--- src/rtl/sysmem_bus_bridge_pkg.sv ---
// Shared definitions for the picorv32-to-sysmem bridge: FSM encoding and lane geometry.
package sysmem_bus_bridge_pkg;

  typedef enum logic [1:0] {
    IDLE    = 2'd0,
    RD_WAIT = 2'd1,
    RESP    = 2'd2
  } state_t;

  localparam int READ_LATENCY_DEF = 2;
  localparam int NUM_LANES        = 4;
  localparam int LANE_WIDTH       = 8;
  localparam int DATA_WIDTH       = NUM_LANES * LANE_WIDTH;

endpackage

--- src/rtl/sysmem_bus_bridge_if.sv ---
// picorv32 native memory bus: the CPU drives the master side, the RAM bridge the slave side.
interface sysmem_bus_bridge_if;
  import sysmem_bus_bridge_pkg::*;

  logic                  mem_valid;
  logic                  mem_instr;
  logic [31:0]           mem_addr;
  logic [DATA_WIDTH-1:0] mem_wdata;
  logic [NUM_LANES-1:0]  mem_wstrb;
  logic                  mem_ready;
  logic [DATA_WIDTH-1:0] mem_rdata;

  modport master (
    output mem_valid, mem_instr, mem_addr, mem_wdata, mem_wstrb,
    input  mem_ready, mem_rdata
  );

  modport slave (
    input  mem_valid, mem_instr, mem_addr, mem_wdata, mem_wstrb,
    output mem_ready, mem_rdata
  );

endinterface

--- src/rtl/sysmem_bus_bridge.sv ---
// Converts picorv32 valid/ready requests into accesses on four byte-lane BRAMs with
// registered outputs; one transaction in flight, out-of-window accesses flag bus_err.
module sysmem_bus_bridge
  import sysmem_bus_bridge_pkg::*;
#(
  parameter logic [31:0] BASE_ADDR    = 32'h0000_0000,
  parameter int          ADDR_WIDTH   = 10,
  parameter int          READ_LATENCY = READ_LATENCY_DEF
) (
  input  logic                  clk,
  input  logic                  resetn,
  sysmem_bus_bridge_if.slave    bus,
  output logic [ADDR_WIDTH-1:0] ram_addr,
  output logic [NUM_LANES-1:0]  ram_ce,
  output logic [NUM_LANES-1:0]  ram_we,
  output logic [DATA_WIDTH-1:0] ram_di,
  output logic                  ram_rst,
  input  logic [DATA_WIDTH-1:0] ram_do,
  output logic                  bus_err
);

  localparam int CNT_W = (READ_LATENCY < 1) ? 1 : $clog2(READ_LATENCY + 1);

  state_t                state, state_nxt;
  logic [CNT_W-1:0]      cnt;
  logic                  hit;
  logic                  rd_done;
  logic [NUM_LANES-1:0]  lane_ce, lane_we;
  logic                  ready_q;
  logic [DATA_WIDTH-1:0] rdata_q;
  logic                  unused_inputs;

  assign hit      = (bus.mem_addr[31:ADDR_WIDTH+2] == BASE_ADDR[31:ADDR_WIDTH+2]);
  assign rd_done  = (state == RD_WAIT) && (cnt == CNT_W'(READ_LATENCY));
  assign ram_addr = bus.mem_addr[ADDR_WIDTH+1:2];
  assign ram_di   = bus.mem_wdata;
  assign ram_rst  = ~resetn;

  // Lane strobes are gated by resetn so a request held during reset never reaches the RAM
  assign ram_ce   = lane_ce & {NUM_LANES{resetn}};
  assign ram_we   = lane_we & {NUM_LANES{resetn}};

  assign bus.mem_ready = ready_q;
  assign bus.mem_rdata = rdata_q;

  assign unused_inputs = ^{bus.mem_instr, bus.mem_addr[1:0]};

  always_ff @(posedge clk or negedge resetn) begin
    if (!resetn) state <= IDLE;
    else         state <= state_nxt;
  end

  always_comb begin
    state_nxt = state;
    lane_ce   = '0;
    lane_we   = '0;
    case (state)
      IDLE: begin
        if (bus.mem_valid) begin
          if (!hit) begin
            state_nxt = RESP;
          end else if (|bus.mem_wstrb) begin
            lane_ce   = bus.mem_wstrb;
            lane_we   = bus.mem_wstrb;
            state_nxt = RESP;
          end else begin
            lane_ce   = '1;
            state_nxt = RD_WAIT;
          end
        end
      end
      RD_WAIT: if (rd_done) state_nxt = RESP;
      RESP:    state_nxt = IDLE;
      default: state_nxt = IDLE;
    endcase
  end

  // Response path: ready is a single-cycle pulse; rdata only moves on read completion or a miss
  always_ff @(posedge clk or negedge resetn) begin
    if (!resetn) begin
      cnt     <= '0;
      ready_q <= 1'b0;
      rdata_q <= '0;
      bus_err <= 1'b0;
    end else begin
      ready_q <= 1'b0;
      case (state)
        IDLE: begin
          if (bus.mem_valid) begin
            if (!hit) begin
              rdata_q <= '0;
              ready_q <= 1'b1;
              bus_err <= 1'b1;
            end else if (|bus.mem_wstrb) begin
              ready_q <= 1'b1;
            end else begin
              cnt <= CNT_W'(1);
            end
          end
        end
        RD_WAIT: begin
          cnt <= cnt + CNT_W'(1);
          if (rd_done) begin
            rdata_q <= ram_do;
            ready_q <= 1'b1;
          end
        end
        default: ;
      endcase
    end
  end

endmodule

--- src/flat_wrapper.sv ---
// flat-port wrapper written by rule: the top's interface ports become plain ports
module sysmem_bus_bridge_flat import sysmem_bus_bridge_pkg::*;
#(
  parameter logic [31:0] BASE_ADDR    = 32'h0000_0000,
  parameter int          ADDR_WIDTH   = 10,
  parameter int          READ_LATENCY = READ_LATENCY_DEF
)
  (clk, resetn, ram_addr, ram_ce, ram_we, ram_di, ram_rst, ram_do, bus_err, bus_mem_valid, bus_mem_instr, bus_mem_addr, bus_mem_wdata, bus_mem_wstrb, bus_mem_ready, bus_mem_rdata);
  sysmem_bus_bridge_if bus_i ();
  input  logic clk;
  input  logic resetn;
  output logic [ADDR_WIDTH-1:0] ram_addr;
  output logic [NUM_LANES-1:0] ram_ce;
  output logic [NUM_LANES-1:0] ram_we;
  output logic [DATA_WIDTH-1:0] ram_di;
  output logic ram_rst;
  input  logic [DATA_WIDTH-1:0] ram_do;
  output logic bus_err;
  input wire logic [$bits(bus_i.mem_valid)-1:0] bus_mem_valid;
  input wire logic [$bits(bus_i.mem_instr)-1:0] bus_mem_instr;
  input wire logic [$bits(bus_i.mem_addr)-1:0] bus_mem_addr;
  input wire logic [$bits(bus_i.mem_wdata)-1:0] bus_mem_wdata;
  input wire logic [$bits(bus_i.mem_wstrb)-1:0] bus_mem_wstrb;
  output wire logic [$bits(bus_i.mem_ready)-1:0] bus_mem_ready;
  output wire logic [$bits(bus_i.mem_rdata)-1:0] bus_mem_rdata;
  assign bus_i.mem_valid = bus_mem_valid;
  assign bus_i.mem_instr = bus_mem_instr;
  assign bus_i.mem_addr = bus_mem_addr;
  assign bus_i.mem_wdata = bus_mem_wdata;
  assign bus_i.mem_wstrb = bus_mem_wstrb;
  assign bus_mem_ready = bus_i.mem_ready;
  assign bus_mem_rdata = bus_i.mem_rdata;
  sysmem_bus_bridge #(.BASE_ADDR(BASE_ADDR), .ADDR_WIDTH(ADDR_WIDTH), .READ_LATENCY(READ_LATENCY)) u_core (.clk(clk), .resetn(resetn), .bus(bus_i), .ram_addr(ram_addr), .ram_ce(ram_ce), .ram_we(ram_we), .ram_di(ram_di), .ram_rst(ram_rst), .ram_do(ram_do), .bus_err(bus_err));
endmodule
--- config.mk ---
export PLATFORM = sky130hd
export DESIGN_NAME = sysmem_bus_bridge_flat
export DESIGN_NICKNAME = d
export VERILOG_FILES = /design/src/rtl/sysmem_bus_bridge_pkg.sv /design/src/rtl/sysmem_bus_bridge_if.sv /design/src/rtl/sysmem_bus_bridge.sv /design/src/flat_wrapper.sv
export SDC_FILE = /design/constraint.sdc
export NUM_CORES = 1
export LEC_CHECK = 0
export BUFFER_PORTS_ARGS = -buffer_cell sky130_fd_sc_hd__buf_2
export CAP_MARGIN = 20
export CORE_MARGIN = 3
export CORE_UTILIZATION = 36
export CTS_CLUSTER_DIAMETER = 100
export DETAILED_ROUTE_END_ITERATION = 10
export HOLD_SLACK_MARGIN = 0.06
export PLACE_DENSITY = 0.8
export SLEW_MARGIN = 20
export SYNTH_ARGS = -nofsm -noshare
export SYNTH_HDL_FRONTEND = slang
export SYNTH_SLANG_ARGS = --single-unit
--- constraint.sdc ---
create_clock -name clk -period 1.65 [get_ports clk]
set_input_delay 0.165 -clock clk [delete_from_list [all_inputs] [get_ports clk]]
set_output_delay 0.165 -clock clk [all_outputs]
set_load 0.005 [all_outputs]
## Word-level counts from Yosys, hierarchy flattened

Index checks and enable logic that the tools add are counted.

- Register bits: 38
- Input bits: 104
- Output and inout port bits: 85
- Word-level logic and storage cells: 52

- Add/sub/neg operators: 1
- Equal/unequal tests: 7
- Multiplexer cells: 26
- Bitwise logic cells: 4
- Reductions and logical operators: 9

Operators by type and width:

| cell | count |
|---|---|
| two-way mux 32 bit | 3 |
| case mux 32 bit (2 select lines) | 1 |
| two-way mux 4 bit | 8 |
| zero test 20 bit | 1 |
| two-way mux 2 bit | 7 |
| bitwise AND 4 bit | 2 |
| case mux 2 bit (2 select lines) | 2 |
| AND reduction 4 bit | 2 |
| != test 2 bit (second input constant) | 3 |
| two-way mux 1 bit | 4 |
| != test 2 x 1 -> 1 bit (second input constant) | 2 |
| OR reduction 4 bit | 1 |
| AND reduction 3 bit | 1 |
| adder 2 x 1 -> 2 bit (second input constant) | 1 |
| == test 2 x 1 -> 1 bit (second input constant) | 1 |
| == test 2 bit (second input constant) | 1 |
| zero test 2 bit | 1 |
| inverter 1 bit | 2 |
| case mux 1 bit (2 select lines) | 1 |
| AND reduction 2 bit | 1 |
| nonzero test 2 bit | 1 |
| logical AND 1 bit | 1 |

## Longest topological paths before layout

- Depth after elaboration: 6
- Gate-level depth with buffers: 7

## Worst setup path after synthesis

OpenSTA, ideal clock, no wires.

- Kind: reg-to-reg
- Start: register u_core.cnt[0]
- End: register u_core.rdata_q[0], in the netlist u_core.bus.mem_rdata[0]
- Library setup time: 0.121 ns
- Data arrival time: 1.347 ns
- Required time: 1.529 ns
- Slack: 0.182 ns
- Cell stages (with the launch flop): 8
- Buffers on the path: 1
- Clock period less this slack: 1.468 ns
- Cell sequence: dfrtp_1 inv_1 ha_1 nand2_1 a21oi_2 o31ai_4 buf_6 a22o_1

- Cells in the longest elaborated chain, start to end: 4

RTL lines:

| what | RTL line | source |
|---|---|---|
| from (decl) | sysmem_bus_bridge.sv:25 | `logic [CNT_W-1:0] cnt;` |
| from (signal assigned) | sysmem_bus_bridge.sv:102 | `cnt <= cnt + CNT_W'(1);` |
| == test 2 bit | sysmem_bus_bridge.sv:34 | `assign rd_done = (state == RD_WAIT) && (cnt == CNT_W'(READ_LATENCY));` |
| logical AND 1 bit | sysmem_bus_bridge.sv:34 |  |
| != test 2 x 1 -> 1 bit (no line) | n/a |  |
| AND reduction 4 bit (no line) | n/a |  |
| to (signal assigned) | sysmem_bus_bridge.sv:104 | `rdata_q <= ram_do;` |
| to (decl) | sysmem_bus_bridge.sv:30 | `logic [DATA_WIDTH-1:0] rdata_q;` |

Every way passes these cells.
A chain may end at the register's enable or synchronous reset.

## Final worst setup path

- Start: register u_core.state[1]
- End: output port ram_we[1]

- Cells in the longest elaborated chain, start to end: 3

RTL lines:

| what | RTL line | source |
|---|---|---|
| from (decl) | sysmem_bus_bridge.sv:24 | `state_t state, state_nxt;` |
| from (signal assigned) | sysmem_bus_bridge.sv:50 | `else state <= state_nxt;` |
| zero test 2 bit | sysmem_bus_bridge.sv:57 | `case (state)` |
| two-way mux 4 bit | sysmem_bus_bridge.sv:57 |  |
| bitwise AND 4 bit | sysmem_bus_bridge.sv:41 | `assign ram_we = lane_we & {NUM_LANES{resetn}};` |
| to (decl) | flat_wrapper.sv:14 | `output logic [NUM_LANES-1:0] ram_we;` |

Every way passes these cells.

==> results.json <==
{
  "groute.usage.overall_pct": 14.06,
  "final_area_mm2": 0.002369,
  "dieArea_mm2": 0.006247,
  "path_clk_slew_ns": 0.07,
  "power_frac_clock_pct": 34.5,
  "wl_per_cell_um": 14.66,
  "drive_gt1_share_pct": 56.84,
  "period_minus_slack_ns": 1.652,
  "final_cells": 301,
  "start_kind": "flip-flop",
  "io_pins": 189,
  "setup_slack_ns": -0.002077,
  "dp_hpwl_mm": 3.350,
  "cts.root.buffer_cell": "clkbuf_8",
  "maxCapViolations": 0,
  "clock_skew_ns": 0.008226,
  "drc_errors": 0,
  "io_buffers": 101,
  "final_max_slew_viol_count": 0,
  "finalWirelength_mm": 4.414,
  "worst_pin_slew_ns": 0.4676,
  "combinationalPowerShare_pct": 9.7,
  "fp-row-count": 25,
  "cts_made_buffers": 5,
  "maxClockFrequency_mhz": 605.3,
  "violations": "negative setup slack",
  "vdd_drop_max_mv": 0.2921,
  "drtIter0Drc": 33,
  "finalSetupViolCount": 2,
  "postPlaceCellArea_mm2": 0.002237,
  "cts_tree": "yes",
  "clock_sinks": 38,
  "first_global_vias": 1494,
  "grt_max_degree": 39,
  "fin_crit_sh_pct": 100.1,
  "start_util_pct": 38.86,
  "clock_latency_ns": 0.28,
  "synth_xor_area_share_pct": 0,
  "gp_congestion": 0.7109,
  "cp.required_ns": 1.48,
  "p_int_mw": 1.300,
  "syn_nets": 267,
  "hp-class": "in2reg",
  "arrival_ns": 1.49,
  "rsz0062_at_grt": "true",
  "synth_adder_area_share_pct": 0.6515,
  "grt_pass1_wl_mm": 6.989,
  "htree_levels": 2,
  "syn_avg_cell_area_um2": 11.86,
  "antenna_found_initial": 0,
  "swShare_pct": 22.48,
  "critPathKind": "reg2out",
  "vias": 1452,
  "final_common_cell": "buf_2",
  "path_max_fanout": 8,
  "ys.flop_type": "dfrtp_1",
  "synth_compound_area_share_pct": 20.59,
  "ant_nets": 0,
  "power.leakage_nw": 1.293,
  "synthToLayoutAreaGrowth_pct": 23.32,
  "finalPower_mw": 1.677,
  "synth_cells": 162,
  "synthMuxAreaShare_pct": 0,
  "synth-edff-count": 0,
  "synth_top_family_by_area": "compound AO/OA/AOI/OAI gates",
  "nNetsFinal": 339,
  "p_sw_mw": 0.3769,
  "diodes": 0,
  "synth.distinct_cells": 24,
  "synthArstFlopShare_pct": 100.0,
  "synth-seq-area-share_pct": 49.51,
  "firstDrtPassIters": 4,
  "relSlewSlack_pct": 68.83,
  "hold_violations": 0,
  "outcome": "complete, but fails checks",
  "p_per_area_mw_per_mm2": 708.0,
  "die_x_um": 79.04,
  "ys_ff_latch": 38,
  "syn_area_mm2": 0.001921,
  "die_height_um": 79.04,
  "synth_simple_gate_area_share_pct": 10.10,
  "end_kind": "output pin",
  "fin_setup_tns_ns": -0.003678,
  "pwr-share-seq_pct": 55.8,
  "dp_cells": 290,
  "clockBufferDepth": 2,
  "ys_warn_count": 0,
  "fill_cells": 474,
  "postLayoutCoreUtil_pct": 47.92,
  "post_drt_via_cell_ratio": 4.824,
  "core_area_mm2": 0.004942,
  "final_cell_mix": "buf_2, dfrtp_1, a22o_1",
  "overflow": 0
}
[power by group through the flow]
stage | Clock [mW] | Sequential (mW) | Combinational (mW)
6_report | 0.579 | 0.936 | 0.162
5_1_grt | 0.656 | 0.935 | 0.181
4_1_cts | 0.614 | 0.935 | 0.158
3_5_place_dp | 0 | 0.953 | 0.154
3_3_place_gp | 0 | 0.953 | 0.151
2_1_floorplan | 0 | 0.956 | 0.127
[metrics by stage]
stage / setup slack [ns] / hold WS [ns]
after floorplan: 0.1820 / -0.1306
after global placement: 0.05948 / 0.2853
after detailed placement: 0.006699 / 0.2801
after CTS: -0.07629 / 0.08921
after global routing: -0.1554 / 0.09004
final: -0.002077 / 0.1063
[cells by family (layout without fill, tap and decap cells)]
group,Yosys count,count (layout)
AO/OA/AOI/OAI,46,46
buffers and inverters,50,122
flip-flops,38,38
AND/OR/NAND/NOR,27,27
adder cells (fa/ha/maj),1,1
[critical path: stages (launching register included)]
cell	delay [ns]
dfrtp_1	0.39
nor3b_2	0.21
nand2_1	0.11
nor3_4	0.22
and2_1	0.17
buf_2	0.11
[final timing paths]
check                                            to            start  slack [ns]  cells after the start
min in group asynchronous           u_core.state[1]           resetn        0.52                      3
min                         u_core.bus.mem_rdata[4]        ram_do[4]        0.11                      2
max reg2reg                u_core.bus.mem_rdata[28]  u_core.state[0]        0.10                      6
max                                       ram_we[1]  u_core.state[1]      -0.002                      5
max in group asynchronous           u_core.state[0]           resetn        0.79                      3
min reg2reg                          u_core.bus_err   u_core.bus_err        0.48                      1
[Yosys cell counts (2+ instances only)]
cell type / count / share of area [%]
clkbuf_1: 3 / 0.59
dfrtp_1: 38 / 50
buf_6: 3 / 1.8
o31a_1: 3 / 1.4
nor2_1: 4 / 0.78
a21oi_1: 2 / 0.52
o21a_1: 4 / 1.6
nand2_1: 4 / 0.78
and2_1: 4 / 1.3
nor4_2: 6 / 3.9
nand2b_1: 4 / 1.3
a22o_1: 32 / 15
buf_4: 42 / 16
o21ai_0: 2 / 0.52
inv_1: 2 / 0.39
[timing repair]
item,in CTS,in global routing
hold buffers,1,0
endpoints found under the hold margin,38,0
gates resized for setup,3,1
buffers inserted,1,2
endpoints found under the setup margin,8,38
pin swaps,4,2
[area by class of cell]
class | instances | area, um^2 | area share (%)
sequential | 38 | 952.2 | 40.20
multi-input combinational | 74 | 623.1 | 26.31
timing repair buffer | 113 | 623.1 | 26.31
tap | 67 | 83.83 | 3.539
clock buffer | 5 | 68.82 | 2.905
clock inverter | 2 | 10.01 | 0.4226
inverter | 2 | 7.507 | 0.3170
[routing by layer]
metal / wire [um] / track usage [%]
met1: 1744 / 15.98
met2: 2315 / 24.75
met3: 283 / 4.082
met4: 70 / 5.498
met5: 0 / 0
[state kept, by name (all words and copies together), names as in the netlist]
signal / count
u_core.cnt: 2
u_core.bus.mem_ready: 1
u_core.bus.mem_rdata: 32
u_core.bus_err: 1
u_core.state: 2
Power figures use the tool's default switching activity.
